<file path="config.mk">
export PLATFORM = sky130hd
export DESIGN_NAME = freq_div_ctrl
export DESIGN_NICKNAME = d
export VERILOG_FILES = /design/src/rtl/freq_div_pkg.sv /design/src/rtl/freq_div_core.sv /design/src/rtl/freq_div_ctrl.sv
export SDC_FILE = /design/constraint.sdc
export NUM_CORES = 1
export LEC_CHECK = 0
export CELL_PAD_IN_SITES_DETAIL_PLACEMENT = 1
export CELL_PAD_IN_SITES_GLOBAL_PLACEMENT = 1
export CORE_MARGIN = 5
export CORE_UTILIZATION = 37
export CTS_CLUSTER_DIAMETER = 50
export CTS_CLUSTER_SIZE = 24
export DETAILED_ROUTE_END_ITERATION = 8
export PLACE_DENSITY = 0.8
export SETUP_SLACK_MARGIN = 0.3
export SLEW_MARGIN = 10
export SYNTH_ARGS = -nofsm -noshare
export SYNTH_HDL_FRONTEND = slang
export SYNTH_SLANG_ARGS = --single-unit
</file>
<file path="constraint.sdc">
create_clock -name clk -period 2.6 [get_ports clk]
set_clock_uncertainty 0.15 [all_clocks]
set_input_delay 0.26 -clock clk [delete_from_list [all_inputs] [get_ports clk]]
set_output_delay 0.26 -clock clk [all_outputs]
set_load 0.02 [all_outputs]
</file>
<file path="src/rtl/freq_div_pkg.sv">
// freq_div_pkg
//   Shared definitions for the runtime clock-divider controller:
//   controller state encoding, the smallest legal divide ratio and the
//   default counter width.
package freq_div_pkg;

    localparam int DEF_CNT_W = 10;
    localparam int MIN_DIV   = 2;

    typedef enum logic [1:0] {
        IDLE = 2'd0,  // parked, counter held at 0
        RUN  = 2'd1,  // counting, no ratio change pending
        PEND = 2'd2   // counting, next ratio waits for the period boundary
    } state_e;

endpackage

</file>
<file path="src/rtl/freq_div_core.sv">
// freq_div_core
//   Period counter with registered tick/phase generation and the register
//   holding the divide ratio currently in force.
//
// Ports:
//   clk_i       system clock
//   rst_ni      synchronous active-low reset
//   run_i       count enable; 0 clears the counter and the outputs
//   load_i      replace the ratio in force with load_div_i on this edge
//   load_div_i  ratio to load
//   cur_div_o   ratio in force
//   term_o      combinational terminal count (last cycle of the period)
//   tick_o      registered one-cycle pulse, one per period
//   phase_o     registered divided waveform, high floor(N/2) cycles
module freq_div_core
    import freq_div_pkg::*;
#(
    parameter int CNT_W   = DEF_CNT_W,
    parameter int DEF_DIV = 6
) (
    input  logic             clk_i,
    input  logic             rst_ni,
    input  logic             run_i,
    input  logic             load_i,
    input  logic [CNT_W-1:0] load_div_i,
    output logic [CNT_W-1:0] cur_div_o,
    output logic             term_o,
    output logic             tick_o,
    output logic             phase_o
);

    logic [CNT_W-1:0] cnt_q, cnt_d;
    logic [CNT_W-1:0] cur_div_q, cur_div_d;
    logic             tick_q, tick_d;
    logic             phase_q, phase_d;

    // cur_div_q is never below 2, so the subtraction cannot wrap.
    assign term_o = run_i && (cnt_q == (cur_div_q - CNT_W'(1)));

    always_comb begin
        cnt_d     = cnt_q;
        cur_div_d = cur_div_q;
        tick_d    = 1'b0;
        phase_d   = 1'b0;

        if (!run_i) begin
            cnt_d = '0;
        end else if (term_o) begin
            cnt_d = '0;
        end else begin
            cnt_d = cnt_q + CNT_W'(1);
        end

        if (load_i) begin
            cur_div_d = load_div_i;
        end

        // Outputs lag the counter by one cycle, giving exactly one tick
        // per N clocks and a phase that starts high right after cnt=0.
        tick_d  = term_o;
        phase_d = run_i && (cnt_q < (cur_div_q >> 1));
    end

    always_ff @(posedge clk_i) begin
        if (!rst_ni) begin
            cnt_q     <= '0;
            cur_div_q <= CNT_W'(DEF_DIV);
            tick_q    <= 1'b0;
            phase_q   <= 1'b0;
        end else begin
            cnt_q     <= cnt_d;
            cur_div_q <= cur_div_d;
            tick_q    <= tick_d;
            phase_q   <= phase_d;
        end
    end

    assign cur_div_o = cur_div_q;
    assign tick_o    = tick_q;
    assign phase_o   = phase_q;

endmodule

</file>
<file path="src/rtl/freq_div_ctrl.sv">
// freq_div_ctrl
//   Runtime controller for the integer clock divider. Accepts new divide
//   ratios over a valid/ready handshake and applies them only at a period
//   boundary so the divided output never has a runt pulse.
//
//   Handshake: a ratio transfers on a rising clk edge where
//   cfg_valid & cfg_ready; cfg_div is sampled on that edge. cfg_ready is low
//   only while a change is pending. Ratios below 2 are accepted but dropped,
//   and cfg_err pulses the following cycle.
//
// Ports:
//   clk, rst_n         clock, synchronous active-low reset
//   enable             run request; 0 parks the divider
//   cfg_valid/ready    ratio handshake, cfg_div carries the ratio
//   cfg_err            one-cycle pulse after an illegal ratio was accepted
//   tick, phase        period pulse and divided waveform
//   busy               a ratio change is pending
//   cur_div            ratio in force
//   dbg_state          controller state (freq_div_pkg::state_e encoding)
//   period_cnt,err_cnt only with FREQ_DIV_CTRL_STATS_EN: completed periods
//                      (wrapping) and cfg_err pulses (saturating)
module freq_div_ctrl
    import freq_div_pkg::*;
#(
    parameter int CNT_W   = DEF_CNT_W,
    parameter int DEF_DIV = 6
) (
    input  logic             clk,
    input  logic             rst_n,
    input  logic             enable,
    input  logic             cfg_valid,
    output logic             cfg_ready,
    input  logic [CNT_W-1:0] cfg_div,
    output logic             cfg_err,
    output logic             tick,
    output logic             phase,
    output logic             busy,
    output logic [CNT_W-1:0] cur_div,
    output logic [1:0]       dbg_state
`ifdef FREQ_DIV_CTRL_STATS_EN
    ,
    output logic [15:0]      period_cnt,
    output logic [7:0]       err_cnt
`endif
);

    state_e           state_q, state_d;
    logic [CNT_W-1:0] pend_div_q, pend_div_d;
    logic             cfg_err_q, cfg_err_d;

    logic             xfer, legal, run, term;
    logic             load;
    logic [CNT_W-1:0] load_div;

    assign cfg_ready = (state_q != PEND);
    assign xfer      = cfg_valid & cfg_ready;
    assign legal     = (cfg_div >= CNT_W'(MIN_DIV));
    // Dropping enable clears the counter on the same edge the FSM goes idle.
    assign run       = (state_q != IDLE) && enable;

    always_comb begin
        state_d    = state_q;
        pend_div_d = pend_div_q;
        load       = 1'b0;
        load_div   = cfg_div;
        cfg_err_d  = xfer & ~legal;

        case (state_q)
            IDLE: begin
                if (xfer && legal) begin
                    load = 1'b1;
                end
                if (enable) begin
                    state_d = RUN;
                end
            end
            RUN: begin
                if (!enable) begin
                    state_d = IDLE;
                    if (xfer && legal) begin
                        load = 1'b1;
                    end
                end else if (xfer && legal) begin
                    if (term) begin
                        load = 1'b1;  // on the boundary: no need to wait
                    end else begin
                        pend_div_d = cfg_div;
                        state_d    = PEND;
                    end
                end
            end
            PEND: begin
                // Commit at the boundary, or at once when parking.
                if (!enable || term) begin
                    load     = 1'b1;
                    load_div = pend_div_q;
                    state_d  = enable ? RUN : IDLE;
                end
            end
            default: begin
                state_d = IDLE;
            end
        endcase
    end

    always_ff @(posedge clk) begin
        if (!rst_n) begin
            state_q    <= IDLE;
            pend_div_q <= CNT_W'(DEF_DIV);
            cfg_err_q  <= 1'b0;
        end else begin
            state_q    <= state_d;
            pend_div_q <= pend_div_d;
            cfg_err_q  <= cfg_err_d;
        end
    end

    freq_div_core #(
        .CNT_W   (CNT_W),
        .DEF_DIV (DEF_DIV)
    ) u_core (
        .clk_i      (clk),
        .rst_ni     (rst_n),
        .run_i      (run),
        .load_i     (load),
        .load_div_i (load_div),
        .cur_div_o  (cur_div),
        .term_o     (term),
        .tick_o     (tick),
        .phase_o    (phase)
    );

    assign cfg_err   = cfg_err_q;
    assign busy      = (state_q == PEND);
    assign dbg_state = state_q;

`ifdef FREQ_DIV_CTRL_STATS_EN
    logic [15:0] period_cnt_q, period_cnt_d;
    logic [7:0]  err_cnt_q, err_cnt_d;

    always_comb begin
        period_cnt_d = period_cnt_q;
        err_cnt_d    = err_cnt_q;
        if (tick) begin
            period_cnt_d = period_cnt_q + 16'd1;
        end
        if (cfg_err_q && (err_cnt_q != 8'hFF)) begin
            err_cnt_d = err_cnt_q + 8'd1;
        end
    end

    always_ff @(posedge clk) begin
        if (!rst_n) begin
            period_cnt_q <= '0;
            err_cnt_q    <= '0;
        end else begin
            period_cnt_q <= period_cnt_d;
            err_cnt_q    <= err_cnt_d;
        end
    end

    assign period_cnt = period_cnt_q;
    assign err_cnt    = err_cnt_q;
`endif

endmodule
</file>
Word level (Yosys, flattened, before mapping)
Cells that the tools add are included.
{"block": "word_totals", "ff_bits": 35, "output_inout_bits": 17, "wordCells": 51}
{"block": "classes", "n_addsub": 2, "magnitude_cmp": 2, "n_eq_ne": 8, "muxes": 15, "n_bitwise": 6, "reduce_logical": 11}
{"operator": "2-to-1 mux 10 bit", "count": 2}
{"operator": "adder 10 x 1 -> 10 bit (second input constant)", "count": 1}
{"operator": "== test 10 bit", "count": 1}
{"operator": ">= comparator 10 x 2 -> 1 bit (second input constant)", "count": 1}
{"operator": "less-than comparator 10 x 9 -> 1 bit", "count": 1}
{"operator": "2-to-1 mux 2 bit", "count": 5}
{"operator": "subtractor 10 x 1 -> 10 bit (second input constant)", "count": 1}
{"operator": "AND reduction 4 bit", "count": 2}
{"operator": "2-to-1 mux 1 bit", "count": 6}
{"operator": "!= test 3 bit (second input constant)", "count": 2}
{"operator": "one-hot mux 2 bit (3 select lines)", "count": 1}
{"operator": "logical AND 1 bit", "count": 4}
{"operator": "!= test 2 bit (second input constant)", "count": 2}
{"operator": "NOT 1 bit", "count": 4}
{"operator": "one-hot mux 1 bit (3 select lines)", "count": 1}
{"operator": "OR reduction 3 bit", "count": 1}
{"operator": "AND 1 bit", "count": 2}
{"operator": "== test 2 x 1 -> 1 bit (second input constant)", "count": 1}
{"operator": "== test 2 bit (second input constant)", "count": 1}
{"operator": "zero test 2 bit", "count": 1}
{"operator": "!= test 2 x 1 -> 1 bit (second input constant)", "count": 1}
{"operator": "nonzero test 2 bit", "count": 1}
{"operator": "zero test 1 bit", "count": 1}
{"operator": "logical OR 1 bit", "count": 1}

Logic depth before layout (Yosys ltp)
Gate-level depths: netlist of run 1.
{"block": "depth", "word_depth": 7, "ltp_mapped": 12}

Modules after synthesis
Synthesis of run 1 repeated with hierarchy kept, for this count alone.
{"block": "unflattened", "cells_unflattened": 282, "area_unflattened_um2": 2437.3}
{"mod": "freq_div_core", "instances": 1, "cells_each": 172, "area_per_inst_um2": 1480.2}
{"mod": "freq_div_ctrl", "instances": 1, "cells_each": 110, "area_per_inst_um2": 957.2}

Least setup slack after synthesis of run 1
OpenSTA, ideal clock, no wires.
{"block": "synth_path", "path_kind": "flip-flop to flip-flop", "startpoint": "register u_core.cur_div_q[0] (netlist: u_core.cur_div_o[0])", "endpoint": "register u_core.cur_div_q[1] (netlist: u_core.cur_div_o[1])", "arrival_ps": 2670, "t_required_ps": 2330, "slack_ps": -340, "stages_incl_launch_ff": 13, "path_cell_list": "dfxtp_1 -> inv_1 -> ha_1 -> clkbuf_1 -> o21bai_1 -> a2111o_1 -> o311ai_1 -> o2111ai_2 -> a311o_1 -> nand2_1 -> buf_4 -> nand3_1 -> o31a_1"}
{"block": "synth_between", "elab_chain_len": 7}
{"element": "start: declaration", "line": "freq_div_core.sv:33", "source": "logic [CNT_W-1:0] cur_div_q, cur_div_d;"}
{"element": "start signal: assignment", "line": "freq_div_core.sv:67", "source": "cur_div_q <= CNT_W'(DEF_DIV);"}
{"element": "start signal: assignment", "line": "freq_div_core.sv:72", "source": "cur_div_q <= cur_div_d;"}
{"element": "subtractor 10 x 1 -> 10 bit (*)", "line": "freq_div_core.sv:38", "source": "assign term_o = run_i && (cnt_q == (cur_div_q - CNT_W'(1)));"}
{"element": "== test 10 bit (*)", "line": "freq_div_core.sv:38"}
{"element": "logical AND 1 bit (*)", "line": "freq_div_core.sv:38"}
{"element": "2-to-1 mux 1 bit", "line": "freq_div_ctrl.sv:84", "source": "if (term) begin"}
{"element": "2-to-1 mux 1 bit", "line": "freq_div_ctrl.sv:83", "source": "end else if (xfer && legal) begin"}
{"element": "2-to-1 mux 1 bit", "line": "freq_div_ctrl.sv:78", "source": "if (!enable) begin"}
{"element": "one-hot mux 1 bit (3 select lines)", "line": "freq_div_ctrl.sv:68", "source": "case (state_q)"}
Mark *: on every way between the ends. The rest lies on a longest branch, timed or not.
A chain may end at the register's enable or synchronous reset.

Worst setup path after layout of run 1
{"block": "layout_path", "startpoint": "register u_core.cur_div_q[3] (netlist: u_core.cur_div_o[3])", "endpoint": "register u_core.cur_div_q[0] (netlist: u_core.cur_div_o[0])"}
Same word-level chain as after synthesis.

==> results of run 1 <==
-- worst min-delay path: stages, from the launching register on --
cell and delay [ps]:
dfxtp_1 330, mux2i_1 70, nor2_1 70
-- metrics by stage --
stage	instance area [um^2]	cells	setup slack (ps)	hold slack, ps
final	2910	354	-26.4	353
after global routing	2910	354	-120	392
after CTS	2810	351	47.9	339
after detailed placement	2590	336	-4.66	308
after global placement	2590	336	83.2	301
after floorplan	2090	227	41.9	236
-- area by class of cell --
type,instances,area [um^2],share of cell area (%)
Sequential cell,35,718,24.7
Timing Repair Buffer,59,621,21.3
Clock inverter,3,20.0,0.688
Inverter,13,53.8,1.85
Tap cell,72,90.1,3.10
Multi-Input combinational cell,167,1340,46.0
Clock buffer,5,68.8,2.37
-- timing repair --
action / 4_1_cts / 5_1_grt
hold buffers: 0 / 0
pin swaps: 11 / 3
gates cloned: 1 / 1
setup buffers: 6 / 2
gates resized for setup: 12 / 11
endpoints found under the setup margin: 31 / 32
endpoints found under the hold margin: 0 / 0
-- registers in the layout (all words and copies together) (netlist names) --
| name | cells |
|---|---|
| cfg_err | 1 |
| dbg_state | 2 |
| pend_div_q | 10 |
| u_core.cnt_q | 10 |
| u_core.cur_div_o | 10 |
| u_core.phase_o | 1 |
| u_core.tick_o | 1 |
-- cells in the mapped netlist, types with 4 or more instances --
cell type	count	area share, %
xor2_1	10	4.3
a211oi_2	8	4.9
inv_1	13	2.4
xnor2_1	9	3.9
nor3_1	4	0.99
nand3_1	10	2.5
nor2_1	36	6.7
buf_4	4	1.5
dfxtp_1	35	35
clkbuf_1	8	1.5
nand2_1	11	2.0
a21o_1	6	2.2
mux2i_1	20	9.9
and3_1	4	1.2
ha_1	10	6.2
-- power by group through the flow --
| stage | logic (mW) | registers [mW] | clock network [mW] |
|---|---|---|---|
| 2_1_floorplan | 0.131 | 0.612 | 0 |
| 3_3_place_gp | 0.257 | 0.593 | 0 |
| 3_5_place_dp | 0.263 | 0.593 | 0 |
| 4_1_cts | 0.298 | 0.580 | 0.421 |
| 5_1_grt | 0.348 | 0.584 | 0.445 |
| 6_report | 0.322 | 0.581 | 0.411 |
-- final timing paths --
path                            start             endpoint  slack [ps]  depth (start not counted)
hold reg to reg         pend_div_q[8]        pend_div_q[8]         350                          2
setup reg to reg  u_core.cur_div_o[3]  u_core.cur_div_o[0]         -30                         11
hold / removal          pend_div_q[8]        pend_div_q[8]         350                          2
setup / recovery  u_core.cur_div_o[3]  u_core.cur_div_o[0]         -30                         11
-- cell families (layout without fill, tap and decap cells) --
kind of cell / after synthesis / after routing
xor gates and xnor gates: 19 / 19
and+or+nand+nor: 83 / 83
DFF: 35 / 35
AOI/OAI and AO/OA: 35 / 35
muxes: 20 / 20
adders and majority gates: 10 / 10
buffers and inverters: 25 / 80
-- routing by layer --
metal	vias to the layer above	track usage [%]	wire (um)
met5	-	0	0
met4	0	6.87	159
met3	11	2.76	177
met2	41	28.9	2980
met1	910	22.0	2800
li1	904	-	-
==> metrics.md, run 1 <==
| Metric | Value |
|---|---|
| Status | `finished with violations` |
| Failing checks | `setup timing` |
| Switching power share of the total | `31.1%` |
| Compound-gate portion of the synthesized area | `15.2%` |
| CTS tree | `done` |
| Seq pwr share | `44.2%` |
| Startpoint Class | `flop` |
| Final cycle utilization of the critical path | `101%` |
| Hold Violations, Final | `0` |
| Slew margin rel. | `between 40% and 50%` |
| Max-Cap Viols | `0` |
| Total GRT Usage | `17.3%` |
| Via Count | `1,866` |
| Synth cell types | `42` |
| Avg Vias per Cell | `5.27` |
| Slowest stage delay, CP | `370 ps` |
| Synth Warn # | `0` |
| Port Buf Inserts | `30` |
| Initial antenna violation count | `0` |
| I/O pin count | `31` |
| Die Wd | `approximately 84 um` |
| Starting density of the core | `37.5%` |
| Mapped Area | `2030 um^2` |
| Worst-Skew Late Latency | `300 ps` |
| Pins Over Slew Limit | `0` |
| Post-synthesis xor/xnor area fraction | `8.20%` |
| Final Setup Violations | `1` |
| Yosys reg bits | `35` |
| RSZ-0062 raised after global routing | `true` |
| Total Wirelength | `6110 um` |
| Filler cells | `625` |
| Post-synth EDFFs | `0` |
| Most common cell after layout, fill and taps aside | `nor2_1` |
| Wire per inst | `17.3 um` |
| Final worst slack | `-26.4 ps` |
| Syn nets | `251` |
| ANT nets after route | `0` |
| Clock share of power | `31.3%` |
| Crit. End Element | `flop` |
| Worst-path cell chain | `buf_6, nor4_4, buf_4, nand2_1, nor4_4, o2111ai_2, a311o_1, nand2_2, buf_12, nor2_1, a211oi_2` |
| GRT overflow | `0` |
| Die Y | `between 80 and 90 um` |
| Synthesis-to-layout area growth | `43.4%` |
| Cell mode on critical path | `nor4_4` |
| Maximum root-to-sink buffer count | `2` |
| Power density over the cells | `about 450 nW/um^2` |
| Layout cells sized above 1 | `26.2%` |
| Sequential area share after synthesis | `approximately a third` |
| Async SR Flop Fraction | `0%` |
| Largest net degree at the start of global routing | `21` |
| Part of the power in combinational logic | `between 20% and 30%` |
| Routability Congestion | `0.860` |
| Crit path kind | `flop to flop` |
| Synth Area in Adders | `6.17%` |
| Syn Inst Count | `227` |
| Synth Flop Type | `dfxtp_1` |
| Int Pwr | `906 uW` |
| Root Driver | `clkbuf_8` |
| Worst path arrival time | `2680 ps` |
| Worst-Margin Slew | `785 ps` |
| Synth Area in Simple Gates | `20.6%` |
| Tmin final | `2630 ps` |
| Cell row count | `27` |
| N_diodes | `0` |
| First-pass iteration count of the detailed router | `4` |
| Mux share of post-synthesis cell area | `9.87%` |
| Fin util | `53.8%` |
| DR DRC count | `0` |
| Setup TNS Final | `-26.4 ps` |
| Vias in the first global route | `1,993` |
| Global-route wire length before repair | `9800 um` |
| Clock slew at reported path FFs | `roughly 90 ps` |
| Sw Pwr | `408 uW` |
| Crit path max-delay cell type | `dfxtp_4` |
| Worst VDD drop | `284 uV` |
| Pleak | `1.19 nW` |
| CP delay by family, top | `simple AND/OR/NAND/NOR gates` |
| Sink Count | `35` |
| Hpwl dp | `4010 um` |
| TritonCTS Buffers | `5` |
| Iteration-0 DRC Markers | `86` |
| Largest family of logic cells by synthesized area | `simple AND/OR/NAND/NOR gates` |
| Worst endpoint required time | `roughly 2700 ps` |
| Worst-path fanout max | `10` |
| H-Tree Level Count | `2` |
| Synth Area per Inst | `8.93 um^2` |
| Bufs and invs on worst path | `3` |
| Hold Crit Class | `flop to flop` |
| Most frequent cells in the layout | `nor2_1, clkdlybuf4s50_1, dfxtp_1` |
| Fmax | `approximately 380 MHz` |
| Die area | `7060 um^2` |
| Pwr Total | `1.31 mW` |
| Nets@finish | `305` |
| Core Box Area | `5410 um^2` |
Power figures use the tool's default switching activity.
==> inputs of run 2 (changes only) <==
- CORE_UTILIZATION: 37 -> 38
- CTS_BUF_LIST: not set -> sky130_fd_sc_hd__clkbuf_4
- PLACE_DENSITY: 0.8 -> 0.82
- clock period: 2.6 -> 2.23 ns (I/O delays scaled with it)
==> run 2 against run 1 <==
Net effect: the flow still finishes with violations (setup timing); fmax decreased by 5.2%; critical path depth fell by 2; clock power grew 17%; design area increased by 14%; worst hold slack improved by 18 ps; critical path type unchanged; highest routed layer unchanged.
==> metrics.md, run 2 (same netlist as run 1, synthesis figures left out) <==
| Metric | Value |
|---|---|
| Status | `finished with violations (unchanged)` |
| Failing checks | `setup timing (unchanged)` |
| Pleak | `1.48 nW (was 1.19 nW)` |
| Cell count of the worst hold path | `3 (was 2)` |
| Fmax | `361 MHz (was 381 MHz)` |
| R2r setup slk | `-540 ps (was -30 ps)` |
| Pins Over Slew Limit | `0 (unchanged)` |
| Crit. End Element | `flop (unchanged)` |
| Layout cells sized above 1 | `39.9% (was 26.2%)` |
| Final worst slack | `-541 ps (was -26.4 ps)` |
| Hold Violations, Final | `0 (unchanged)` |
| Startpoint Class | `flop (unchanged)` |
| Worst-path cell chain | `or3_4, o21ai_0, and4b_1, o2111ai_2, a311o_1, nand2_4, buf_12, buf_16, a211oi_2 (was buf_6, nor4_4, buf_4, nand2_1, nor4_4, o2111ai_2, a311o_1, nand2_2, buf_12, nor2_1, a211oi_2)` |
| Hold Crit Class | `input port to flop (was flop to flop)` |
| Hpwl dp | `4850 um (was 4010 um)` |
| Wire per inst | `23.1 um (was 17.3 um)` |
| Hold endpoint | `pend_div_q[0] (was pend_div_q[8])` |
| First-pass iteration count of the detailed router | `4 (unchanged)` |
| CTS tree | `done (unchanged)` |
| Vias in the first global route | `2,390 (was 1,993)` |
| Global-route wire length before repair | `12,900 um (was 9800 um)` |
| Nets@finish | `339 (was 305)` |
| Iteration-0 DRC Markers | `90 (was 86)` |
| Crit path kind | `flop to flop (unchanged)` |
| Worst-Margin Slew | `737 ps (was 785 ps)` |
| Part of the power in combinational logic | `29.0% (was 24.5%)` |
| Tmin final | `2770 ps (was 2630 ps)` |
| Worst endpoint required time | `2280 ps (was 2660 ps)` |
| H-Tree Level Count | `2 (unchanged)` |
| Most common cell after layout, fill and taps aside | `buf_4 (was nor2_1)` |
| Filler cells | `586 (was 625)` |
| ANT nets after route | `0 (unchanged)` |
| Worst VDD drop | `224 uV (was 284 uV)` |
| Worst-Skew Late Latency | `370 ps (was 300 ps)` |
| Via Count | `2,182 (was 1,866)` |
| Worst path arrival time | `2830 ps (was 2680 ps)` |
| N_diodes | `0 (unchanged)` |
| Max-Cap Viols | `0 (unchanged)` |
| Switching power share of the total | `31.9% (was 31.1%)` |
| Core Box Area | `5140 um^2 (was 5410 um^2)` |
| Bufs and invs on worst path | `2 (was 3)` |
| Synthesis-to-layout area growth | `63.0% (was 43.4%)` |
| Worst r2r path cells | `9 (was 11)` |
| Routability Congestion | `0.758 (was 0.860)` |
| Total GRT Usage | `23.8% (was 17.3%)` |
| I/O pin count | `31 (unchanged)` |
| Die Y | `83.1 um (was 84.0 um)` |
| Crit path max-delay cell type | `or3_4 (was dfxtp_4)` |
| Port Buf Inserts | `30 (unchanged)` |
| Die Wd | `83.1 um (was 84.0 um)` |
| Final cycle utilization of the critical path | `124% (was 101%)` |
| Largest net degree at the start of global routing | `16 (was 21)` |
| GRT overflow | `0 (unchanged)` |
| DR DRC count | `0 (unchanged)` |
| RSZ-0062 raised after global routing | `true (unchanged)` |
| Clock share of power | `29.4% (was 31.3%)` |
| Power density over the cells | `493 nW/um^2 (was 452 nW/um^2)` |
| Avg Vias per Cell | `5.65 (was 5.27)` |
| Hold Crit Start | `cfg_div[0] (was pend_div_q[8])` |
| Setup TNS Final | `-13,840 ps (was -26.4 ps)` |
| Clock slew at reported path FFs | `130 ps (was 90 ps)` |
| Root Driver | `clkbuf_4 (was clkbuf_8)` |
| Pre-CTS WS | `-474 ps (was -4.66 ps)` |
| Initial antenna violation count | `0 (unchanged)` |
| Slowest stage delay, CP | `410 ps (was 370 ps)` |
| Cell row count | `26 (was 27)` |
| Total Wirelength | `8900 um (was 6110 um)` |
| Slew margin rel. | `50.8% (was 47.6%)` |
| Maximum root-to-sink buffer count | `2 (unchanged)` |
| Int Pwr | `1.11 mW (was 906 uW)` |
| Most frequent cells in the layout | `buf_4, dfxtp_1, nor2_1 (was nor2_1, clkdlybuf4s50_1, dfxtp_1)` |
| Starting density of the core | `39.5% (was 37.5%)` |
| CP delay by family, top | `compound AO/OA/AOI/OAI gates (was simple AND/OR/NAND/NOR gates)` |
| Sw Pwr | `521 uW (was 408 uW)` |
| Worst-path fanout max | `5 (was 10)` |
| Die area | `6900 um^2 (was 7060 um^2)` |
| Final Setup Violations | `34 (was 1)` |
| TritonCTS Buffers | `5 (unchanged)` |
| Pwr Total | `1.63 mW (was 1.31 mW)` |
| RR Startpoint | `u_core.cur_div_o[3] (unchanged)` |
| Final hold slack | `371 ps (was 353 ps)` |
| Worst R2R End | `u_core.cur_div_o[6] (was u_core.cur_div_o[0])` |
| Sink Count | `35 (unchanged)` |
| Seq pwr share | `41.6% (was 44.2%)` |
-- run 2: changes by cell type in the layout (fill, tap and decap cells not counted), moves of 3 or more --
cell             change
buf_4               +26
nor2_1              -12
clkdlybuf4s50_1      -9
nor2_2               +9
buf_6                +6
clkbuf_4             +5
clkbuf_8             -5
dlymetal6s2s_1       +5
nor2_4               +3
-- run 2: how the worst max path moves through the flow --
stage	from	to	cells past startpoint
floorplan	u_core.cur_div_o[1]	u_core.cur_div_o[1]	12
global placement	u_core.cur_div_o[0]	u_core.cur_div_o[0]	11
detailed placement	u_core.cur_div_o[0]	u_core.cur_div_o[0]	11
CTS	u_core.cur_div_o[3]	pend_div_q[8]	11
global route	u_core.cur_div_o[2]	pend_div_q[8]	12
finish	u_core.cur_div_o[3]	u_core.cur_div_o[6]	9
-- run 2: layout make-up --
cell class                      instances  area (um^2)  share of cell area [%]
Sequential cell                        35          721                    21.8
Inverter                               13         53.8                    1.63
Clock inverter                          3         38.8                    1.17
Multi-Input combinational cell        168         1440                    43.7
Clock buffer                            5         37.5                    1.14
Timing Repair Buffer                   92          923                    27.9
Tap cell                               70         87.6                    2.65
-- run 2: worst reg2reg max path, stage by stage, from the launching register on --
cell	delay, ps
dfxtp_4	390
or3_4	410
o21ai_0	330
and4b_1	280
o2111ai_2	190
a311o_1	370
nand2_4	140
buf_12	140
buf_16	130
a211oi_2	80
-- run 2: power groups by stage --
| stage | combinational (mW) | clock [mW] | sequential (mW) |
|---|---|---|---|
| 6_report | 0.473 | 0.479 | 0.679 |
| 5_1_grt | 0.496 | 0.518 | 0.682 |
| 4_1_cts | 0.414 | 0.475 | 0.674 |
| 3_5_place_dp | 0.359 | 0 | 0.687 |
| 3_3_place_gp | 0.342 | 0 | 0.684 |
| 2_1_floorplan | 0.155 | 0 | 0.714 |
-- run 2: repair_timing --
| action | in CTS | in global routing |
|---|---|---|
| buffers inserted | 9 | 1 |
| setup endpoints to repair | 38 | 41 |
| pin swaps | 16 | 12 |
| gates cloned | 4 | 1 |
| hold buffers | 0 | 0 |
| resized for setup | 30 | 35 |
-- run 2: stage by stage --
stage / instance area (um^2) / util, % / cells
global placement: 2820 / 54.9 / 363
CTS: 3150 / 61.3 / 384
detailed placement: 2820 / 54.9 / 363
floorplan: 2120 / - / 227
global route: 3310 / 64.3 / 386
finish: 3310 / 64.3 / 386
-- run 2: metal layers --
| metal | global-route usage (%) | share of wire [%] | vias to the layer above | routed length [um] |
|---|---|---|---|---|
| li1 | - | - | 978 | - |
| met1 | 27.6 | 40 | 1094 | 3530 |
| met2 | 43.0 | 52 | 78 | 4630 |
| met3 | 3.56 | 3.8 | 32 | 335 |
| met4 | 10.3 | 4.6 | 0 | 407 |
| met5 | 0 | 0 | - | 0 |
